## config.mk

```make
export PLATFORM = sky130hd
export DESIGN_NAME = mio_bus_ctrl
export DESIGN_NICKNAME = d
export VERILOG_FILES = /design/src/rtl/mio_bus_ctrl.sv
export SDC_FILE = /design/constraint.sdc
export NUM_CORES = 1
export LEC_CHECK = 0
export BUFFER_PORTS_ARGS = -buffer_cell sky130_fd_sc_hd__buf_4
export CAP_MARGIN = 20
export CORE_AREA = 2 2 125 127
export CTS_BUF_LIST = sky130_fd_sc_hd__clkbuf_2
export CTS_CLUSTER_DIAMETER = 30
export CTS_CLUSTER_SIZE = 40
export DETAILED_ROUTE_END_ITERATION = 6
export DIE_AREA = 0 0 127 129
export GPL_TIMING_DRIVEN = 0
export PLACE_DENSITY = 0.79
export SLEW_MARGIN = 20
export SYNTH_ARGS = -nofsm -noshare
export SYNTH_HDL_FRONTEND = slang
export SYNTH_SLANG_ARGS = --single-unit
```

## constraint.sdc

```tcl
create_clock -name clk -period 6.38 [get_ports clk]
set_clock_uncertainty 0.1 [all_clocks]
set_input_delay 0 -clock clk [delete_from_list [all_inputs] [get_ports clk]]
set_output_delay 0 -clock clk [all_outputs]
set_load 0.005 [all_outputs]
```

## src/rtl/mio_bus_ctrl.sv

```systemverilog
// Sequenced MMIO bus controller: req/ready handshake, registered read data,
// I/O wait states and button events (sticky read-to-clear with MIO_BTN_LATCH_EN).
module mio_bus_ctrl #(
    parameter int RAM_AW   = 12,
    parameter int BTN_W    = 6,
    parameter int WAIT_CYC = 1
) (
    input  logic              clk,
    input  logic              rst,
    input  logic              cpu_req,
    input  logic              mem_w,
    input  logic [31:0]       addr_bus,
    input  logic [31:0]       Cpu_data2bus,
    output logic [31:0]       Cpu_data4bus,
    output logic              bus_ready,
    output logic              bus_err,
    input  logic [31:0]       ram_data_out,
    output logic [RAM_AW-1:0] ram_addr,
    output logic [31:0]       ram_data_in,
    output logic              data_ram_we,
    output logic              GPIOe0000000_we,
    output logic              GPIOf0000000_we,
    output logic              counter_we,
    output logic [31:0]       Peripheral_in,
    input  logic [31:0]       counter_out,
    input  logic              counter0_out,
    input  logic              counter1_out,
    input  logic              counter2_out,
    input  logic [15:0]       led_out,
    input  logic [3:0]        BTN,
    input  logic [15:0]       SW,
    input  logic [BTN_W-1:0]  btn_in,
    output logic [31:0]       score
);

    typedef enum logic [1:0] {
        IDLE = 2'd0,
        XFER = 2'd1,
        RESP = 2'd2
    } state_t;

    state_t      state_q, state_d;
    logic [31:0] addr_q;
    logic [31:0] wdata_q;
    logic        we_q;
    logic [3:0]  cnt_q, cnt_d;
    logic        first_q;
    logic [31:0] rdata_q;
    logic        err_q;
    logic [31:0] score_q;
    logic        accept;

    logic [BTN_W-1:0] sync1_q, sync2_q;
    logic [31:0]      btn_word;

    logic sel_ram, sel_score, sel_btn, sel_e;
    logic sel_f0, sel_f1, sel_f2, unmapped;
    logic [31:0] rd_mux;
    logic wr_go, cap;

    always_comb begin
        sel_ram   = 1'b0;
        sel_score = 1'b0;
        sel_btn   = 1'b0;
        sel_e     = 1'b0;
        sel_f0    = 1'b0;
        sel_f1    = 1'b0;
        sel_f2    = 1'b0;
        unmapped  = 1'b0;
        unique case (addr_q[31:28])
            4'h0: sel_ram   = 1'b1;
            4'hC: sel_score = 1'b1;
            4'hD: sel_btn   = 1'b1;
            4'hE: sel_e     = 1'b1;
            4'hF: begin
                unique case (addr_q[3:2])
                    2'b00:   sel_f0   = 1'b1;
                    2'b01:   sel_f1   = 1'b1;
                    2'b10:   sel_f2   = 1'b1;
                    default: unmapped = 1'b1;
                endcase
            end
            default: unmapped = 1'b1;
        endcase
    end

    always_comb begin
        rd_mux = 32'h0;
        if (sel_ram)
            rd_mux = ram_data_out;
        else if (sel_score)
            rd_mux = score_q;
        else if (sel_btn)
            rd_mux = btn_word;
        else if (sel_e || sel_f1)
            rd_mux = counter_out;
        else if (sel_f0)
            rd_mux = {counter0_out, counter1_out, counter2_out,
                      9'h0, BTN, SW};
        else if (sel_f2)
            rd_mux = {16'h0, led_out};
    end

    // Strobes fire once, in the first XFER cycle, regardless of wait states.
    assign wr_go = (state_q == XFER) && first_q && we_q;
    assign cap   = (state_q == XFER) && (cnt_q == 4'd0);

    assign data_ram_we     = wr_go & sel_ram;
    assign GPIOe0000000_we = wr_go & sel_e;
    assign GPIOf0000000_we = wr_go & sel_f0;
    assign counter_we      = wr_go & sel_f1;

    assign ram_addr      = addr_q[RAM_AW+1:2];
    assign ram_data_in   = wdata_q;
    assign Peripheral_in = wdata_q;
    assign Cpu_data4bus  = rdata_q;
    assign score         = score_q;
    assign bus_ready     = (state_q == RESP);
    assign bus_err       = bus_ready & err_q;

    always_comb begin
        state_d = state_q;
        cnt_d   = cnt_q;
        accept  = 1'b0;
        unique case (state_q)
            IDLE, RESP: begin
                if (cpu_req) begin
                    accept  = 1'b1;
                    state_d = XFER;
                    cnt_d   = (addr_bus[31:28] == 4'h0) ?
                              4'd0 : 4'(WAIT_CYC);
                end else begin
                    state_d = IDLE;
                end
            end
            XFER: begin
                if (cnt_q == 4'd0)
                    state_d = RESP;
                else
                    cnt_d = cnt_q - 4'd1;
            end
            default: state_d = IDLE;
        endcase
    end

    always_ff @(posedge clk or posedge rst) begin
        if (rst) begin
            state_q <= IDLE;
            cnt_q   <= 4'd0;
            first_q <= 1'b0;
            addr_q  <= 32'h0;
            wdata_q <= 32'h0;
            we_q    <= 1'b0;
            rdata_q <= 32'h0;
            err_q   <= 1'b0;
            score_q <= 32'h0;
        end else begin
            state_q <= state_d;
            cnt_q   <= cnt_d;
            first_q <= accept;
            if (accept) begin
                addr_q  <= addr_bus;
                wdata_q <= Cpu_data2bus;
                we_q    <= mem_w;
            end
            if (cap) begin
                rdata_q <= rd_mux;
                err_q   <= unmapped;
            end
            if (wr_go && sel_score && (addr_q[27:0] == 28'h0))
                score_q <= wdata_q;
        end
    end

    always_ff @(posedge clk or posedge rst) begin
        if (rst) begin
            sync1_q <= '0;
            sync2_q <= '0;
        end else begin
            sync1_q <= btn_in;
            sync2_q <= sync1_q;
        end
    end

`ifdef MIO_BTN_LATCH_EN
    logic [BTN_W-1:0] prev_q;
    logic [BTN_W-1:0] evt_q, evt_d;
    logic [BTN_W-1:0] clr;
    logic [BTN_W-1:0] rise;

    assign rise = sync2_q & ~prev_q;
    assign clr  = (cap && sel_btn && !we_q) ? evt_q : '0;

    // A rise in the capture cycle survives the clear.
    always_comb begin
        evt_d = (evt_q & ~clr) | rise;
    end

    always_ff @(posedge clk or posedge rst) begin
        if (rst) begin
            prev_q <= '0;
            evt_q  <= '0;
        end else begin
            prev_q <= sync2_q;
            evt_q  <= evt_d;
        end
    end

    always_comb begin
        btn_word = 32'h0;
        btn_word[BTN_W-1:0] = evt_q;
    end
`else
    always_comb begin
        btn_word = 32'h0;
        btn_word[BTN_W-1:0] = sync2_q;
    end
`endif

endmodule
```

==> summary.md, run 1 <==
| Metric | Value |
|---|---|
| Hold buffer count at cts | `between 200 and 250` |
| Top-area cell type share of the netlist area | `0.544` |
| Most instantiated flip-flop cell in the synthesis netlist | `sky130_fd_sc_hd__dfrtp_1` |
| Root buffer cell | `sky130_fd_sc_hd__clkbuf_2` |
| Number of gates resized after CTS | `0` |
| Post-DP HPWL | `16900 um` |
| #FFs+latches synth | `149` |
| Avg Synthesized Cell Area | `between 10 and 15 um2` |
| Count of mapped cells out of synthesis | `592` |
| Bufs on Longest Clock Path | `2` |
| Count of buffers added by post-CTS timing repair for setup | `0` |
| Row count | `45` |
| Top Ports | `323` |
| GP Congestion | `0.844` |
| Clk sinks | `149` |
| Cell type with the largest total area after synthesis | `sky130_fd_sc_hd__dfrtp_1` |
| Cts bufs inserted | `17` |
| Fraction of registers with async set or reset after synthesis | `1.00` |
| Number of distinct standard cells referenced by the synthesized netlist | `39` |
| Die height | `129 um` |
| Mapped Area | `0.00685 mm2` |
| CTS H-Tree Depth | `4` |
| Status | `did not finish` |
| Stage where the run ended | `4_1_cts` |
| Port-buffer cells | `approximately 320` |
| Syn nets | `771` |
| Yosys warns | `0` |
| Largest cells by area after synthesis | `sky130_fd_sc_hd__dfrtp_1 (54%), sky130_fd_sc_hd__mux2_2 (15%), sky130_fd_sc_hd__buf_4 (4.8%)` |
| Sequential-to-total area share from yosys stat | `0.544` |
| Number of enable-type register cells in the synthesized netlist | `0` |
| X dimension of the die | `127 um` |
| Error that stopped the run | `[ERROR RSZ-0060] Max buffer count reached.` |
| Starting Density | `0.457` |
[metrics by stage]
step	hold WS, ns	cells	utilization	setup WS, ns	area, um2
3_3_place_gp	0.0101	1102	0.634	0.587	9500
2_1_floorplan	-0.0686	592	-	2.27	6850
3_5_place_dp	-0.0475	1103	0.637	3.64	9540
[logic make-up after synthesis]
group                    synth area share
buffers and inverters              0.0764
XOR/XNOR                          0.00256
adder cells (fa/ha/maj)           0.00365
multiplexers                        0.186
AND/OR/NAND/NOR                    0.0775
AO/OA/AOI/OAI                       0.110
flip-flops                          0.544
[synth_stat cells, drive strengths merged, types with 2 or more instances]
| library cell | number |
|---|---|
| xor2 | 2 |
| o221ai | 2 |
| nor4 | 9 |
| nand2b | 6 |
| a32oi | 2 |
| ha | 2 |
| nand2 | 37 |
| mux2i | 18 |
| a21oi | 38 |
| nand4 | 3 |
| nor2 | 25 |
| dfrtp | 149 |
| mux2 | 97 |
| or3 | 2 |
| nor3 | 14 |
| o21ai | 52 |
| nor2b | 6 |
| buf | 57 |
| o22ai | 13 |
| nand3 | 2 |
| inv | 7 |
| a221oi | 7 |
| clkbuf | 24 |
| a222oi | 9 |
| and2 | 2 |
==> run 2: changes to the inputs <==
==> config.mk (replaced) <==
export PLATFORM = sky130hd
export DESIGN_NAME = mio_bus_ctrl
export DESIGN_NICKNAME = d
export VERILOG_FILES = /design/src/rtl/mio_bus_ctrl.sv
export SDC_FILE = /design/constraint.sdc
export NUM_CORES = 1
export LEC_CHECK = 0
export BUFFER_PORTS_ARGS = -buffer_cell sky130_fd_sc_hd__buf_4
export CAP_MARGIN = 20
export CORE_MARGIN = 2
export CORE_UTILIZATION = 40
export DETAILED_ROUTE_END_ITERATION = 6
export GPL_TIMING_DRIVEN = 0
export PLACE_DENSITY_LB_ADDON = 0.15
export SLEW_MARGIN = 20
export SYNTH_ARGS = -nofsm -noshare
export SYNTH_HDL_FRONTEND = slang
export SYNTH_SLANG_ARGS = --single-unit
==> run 2 against run 1 <==
Synthesized cell count is the same. The flow now finishes without violations. Area after synthesis is the same.
==> summary.md, run 2 <==
| Metric | Value |
|---|---|
| Fill cell count | `roughly 1300` |
| Mapped Area | `0.00685 mm2 (unchanged)` |
| Number of enable-type register cells in the synthesized netlist | `0 (unchanged)` |
| Type of destination of the critical path | `flip-flop` |
| Cts bufs inserted | `17 (unchanged)` |
| FF-to-FF path depth | `9` |
| Latest clock arrival within the worst-skew pair | `between 0.4 and 0.5 ns` |
| Area added between synthesis and finish | `68.6%` |
| Leading cell type in the layout, fill and taps excluded | `sky130_fd_sc_hd__buf_4` |
| Fraction of registers with async set or reset after synthesis | `1.00 (unchanged)` |
| Total global routing overflow | `0` |
| All-layer global routing usage | `0.270` |
| Sequential group share of total power | `0.331` |
| Status | `completed` |
| Data arrival time of the critical path | `3.90 ns` |
| Via count of the first global-routing pass | `roughly 6900` |
| Full die area | `approximately 0.018 mm2` |
| Starting Density | `0.411 (-0.0458)` |
| Critical Path Start | `addr_q[3]` |
| Ratio of total power to cell area | `approximately 400 mW/mm2` |
| Top Ports | `323 (unchanged)` |
| Crit path capture | `Cpu_data4bus[13]` |
| Worst reg2reg endpoint | `Cpu_data4bus[13]` |
| Row count | `47 (+4.4%)` |
| ANT cells | `0` |
| Final slew viol count | `0` |
| Largest vdd supply drop | `0.200 mV` |
| Start of the worst register-to-register path | `addr_q[3]` |
| Portion of total power attributed to the clock network | `0.204` |
| Placeable core region | `~0.017 mm2` |
| Average wire per cell in the routed design | `18.8 um` |
| Clock tree from TritonCTS | `done` |
| Number of antenna violations at the first check in global routing | `0` |
| Sequential-to-total area share from yosys stat | `0.544 (unchanged)` |
| Internal power | `3.03 mW` |
| Avg Synthesized Cell Area | `11.6 um2 (unchanged)` |
| Endpoints failing setup | `0` |
| CP Max Fanout | `10` |
| Relative slew slack | `0.443` |
| Net count, final | `1256` |
| Actual slew at the worst max-slew pin | `about 0.83 ns` |
| Clock-pin slew on the worst setup and hold paths | `around 0.060 ns` |
| Commonest non-fill, non-tap cells in the layout | `sky130_fd_sc_hd__buf_4 (366), sky130_fd_sc_hd__dfrtp_1 (149), sky130_fd_sc_hd__dlygate4sd3_1 (143)` |
| Bufs on Longest Clock Path | `2 (unchanged)` |
| Share of the clock period used by the worst path | `0.572` |
| Pre-CTS worst setup slack | `3.68 ns (+0.0383 ns)` |
| Sum Neg Setup Slack | `0 ns` |
| Number of distinct standard cells referenced by the synthesized netlist | `39 (unchanged)` |
| Count of vias placed by the detailed router | `6654` |
| X dimension of the die | `135 um (+6.2%)` |
| DR DRC count | `0` |
| Port-buffer cells | `322 (unchanged)` |
| Largest cells by area after synthesis | `sky130_fd_sc_hd__dfrtp_1 (54%), sky130_fd_sc_hd__mux2_2 (15%), sky130_fd_sc_hd__buf_4 (4.8%)` |
| Min-Delay Path Class | `in -> async` |
| Count of maximum capacitance violations | `0` |
| Post-DP HPWL | `17400 um (+2.5%)` |
| Startpoint kind of the worst setup timing path | `flip-flop` |
| Number of violations reported at the end of detailed-routing iteration 0 | `342` |
| Global-route wire length before repair | `between 30000 and 40000 um` |
| Antenna viol nets, final | `0` |
| Number of search-and-repair iterations in the first detailed-routing pass | `6` |
| Number of vias per cell | `5.09` |
| GP Congestion | `0.845 (about the same)` |
| Top-area cell type share of the netlist area | `0.544 (unchanged)` |
| Most instantiated flip-flop cell in the synthesis netlist | `sky130_fd_sc_hd__dfrtp_1` |
| Library cell with the highest instance count after synthesis | `sky130_fd_sc_hd__dfrtp_1` |
| Unrepaired setup endpoints after global routing | `false` |
| Clk sinks | `149 (unchanged)` |
| Share of cells above drive strength 1 | `0.461` |
| #FFs+latches synth | `149 (unchanged)` |
| Crit Path Category | `reg -> reg` |
| Die height | `135 um (+4.5%)` |
| Part of the power in combinational logic | `0.466` |
| Commonest cells in the synthesized netlist | `sky130_fd_sc_hd__dfrtp_1 (149), sky130_fd_sc_hd__mux2_2 (94), sky130_fd_sc_hd__o21ai_0 (52)` |
| Slack of the worst reg-to-reg path | `2.73 ns` |
| Yosys warns | `0 (unchanged)` |
| Root buffer cell | `sky130_fd_sc_hd__clkbuf_16` |
| Net Sw Frac | `0.339` |
| Max frequency | `0.274 GHz` |
| Maximum number of pins on one net before global-route repair | `79` |
| Aggregate routed wire length | `24600 um` |
| Hold Violations, Final | `0` |
| Count of mapped cells out of synthesis | `592 (unchanged)` |
| Post-route worst setup slack | `around 2.7 ns` |
| Leakage power | `5.52 nW` |
| Cell type with the largest total area after synthesis | `sky130_fd_sc_hd__dfrtp_1` |
| Reported net switching power | `around 1.6 mW` |
| CTS H-Tree Depth | `4 (unchanged)` |
| Syn nets | `771 (unchanged)` |
| Critical Path RT | `6.63 ns` |
| Post-layout minimum cycle time | `3.65 ns` |
-- run 2: cell counts after synthesis --
Identical to the previous run, type by type.
-- run 2: repair_timing --
item / in CTS / in global routing
setup buffers: 0 / 0
hold buffers: 143 / 0
endpoints found under the hold margin: 181 / 0
gates resized for setup: 0 / 0
-- run 2: cell type report --
class | instances | area [um2] | share of cell area
clock inverters | 10 | 85.1 | 0.00737
inverters | 7 | 33.8 | 0.00293
plain buffers | 81 | 497 | 0.0430
well taps | 220 | 275 | 0.0238
clock buffers | 19 | 453 | 0.0392
repair buffers | 466 | 3880 | 0.336
multi-input cells | 355 | 2600 | 0.225
flip-flops and latches | 149 | 3730 | 0.323
-- run 2: cells by family (layout without fill, tap and decap cells) --
family          count (synthesis)  count (layout)  synth area share
fa+ha+maj                       2               2           0.00365
xor+xnor                        2               2           0.00256
compound gates                127             127             0.110
buf+inv                        88             583            0.0764
mux                           115             115             0.186
simple gates                  109             109            0.0775
flops                         149             149             0.544
-- run 2: layer usage --
| metal | wire [um] | vias to the layer above | global-route usage |
|---|---|---|---|
| met4 | 564 | 0 | 0.0988 |
| met5 | 0 | - | 0 |
| met1 | 9770 | 3287 | 0.325 |
| li1 | - | 3062 | - |
| met3 | 1410 | 40 | 0.0548 |
| met2 | 12800 | 265 | 0.480 |
-- run 2: metrics by stage --
step / hold WS, ns / cell area [um2] / total power [mW] / utilization / std cells
floorplan: -0.0686 / 6850 / 2.49 / - / 592
global placement: 0.00990 / 9540 / 3.38 / 0.573 / 1134
detailed placement: 0.0110 / 9580 / 3.42 / 0.575 / 1135
CTS: 0.125 / 11500 / 4.57 / 0.694 / 1307
global route: 0.147 / 11500 / 4.84 / 0.694 / 1307
finish: 0.128 / 11500 / 4.58 / 0.694 / 1307
-- run 2: worst min-delay path by stage --
stage               slack (ns)      start  cells after the start                 to
finish                    0.13        rst                      3  Peripheral_in[24]
CTS                       0.13        rst                      3  Peripheral_in[24]
detailed placement        0.01        rst                      2  Peripheral_in[24]
global placement          0.01  btn_in[1]                      1         sync1_q[1]
floorplan                -0.07  btn_in[0]                      0         sync1_q[0]
global route              0.15  btn_in[1]                      2         sync1_q[1]
-- run 2: worst max-delay path, stage by stage, from the launching register on --
cell and delay [ns]:
sky130_fd_sc_hd__dfrtp_1 0.38, sky130_fd_sc_hd__clkbuf_1 0.24, sky130_fd_sc_hd__nor2b_1 0.22, sky130_fd_sc_hd__o21ba_2 0.22, sky130_fd_sc_hd__clkbuf_1 0.53, sky130_fd_sc_hd__clkbuf_1 0.45
sky130_fd_sc_hd__a21oi_1 0.12, sky130_fd_sc_hd__dlygate4sd3_1 0.57, sky130_fd_sc_hd__o21ai_0 0.16, sky130_fd_sc_hd__dlygate4sd3_1 0.58
-- run 2: power by group through the flow --
stage / sequential [mW] / combinational [mW] / clock [mW]
floorplan: 1.46 / 1.03 / 0
global placement: 1.51 / 1.87 / 0
detailed placement: 1.52 / 1.90 / 0
CTS: 1.51 / 2.12 / 0.938
global route: 1.56 / 2.30 / 0.982
finish: 1.51 / 2.13 / 0.933
Power figures use the tool's default switching activity.
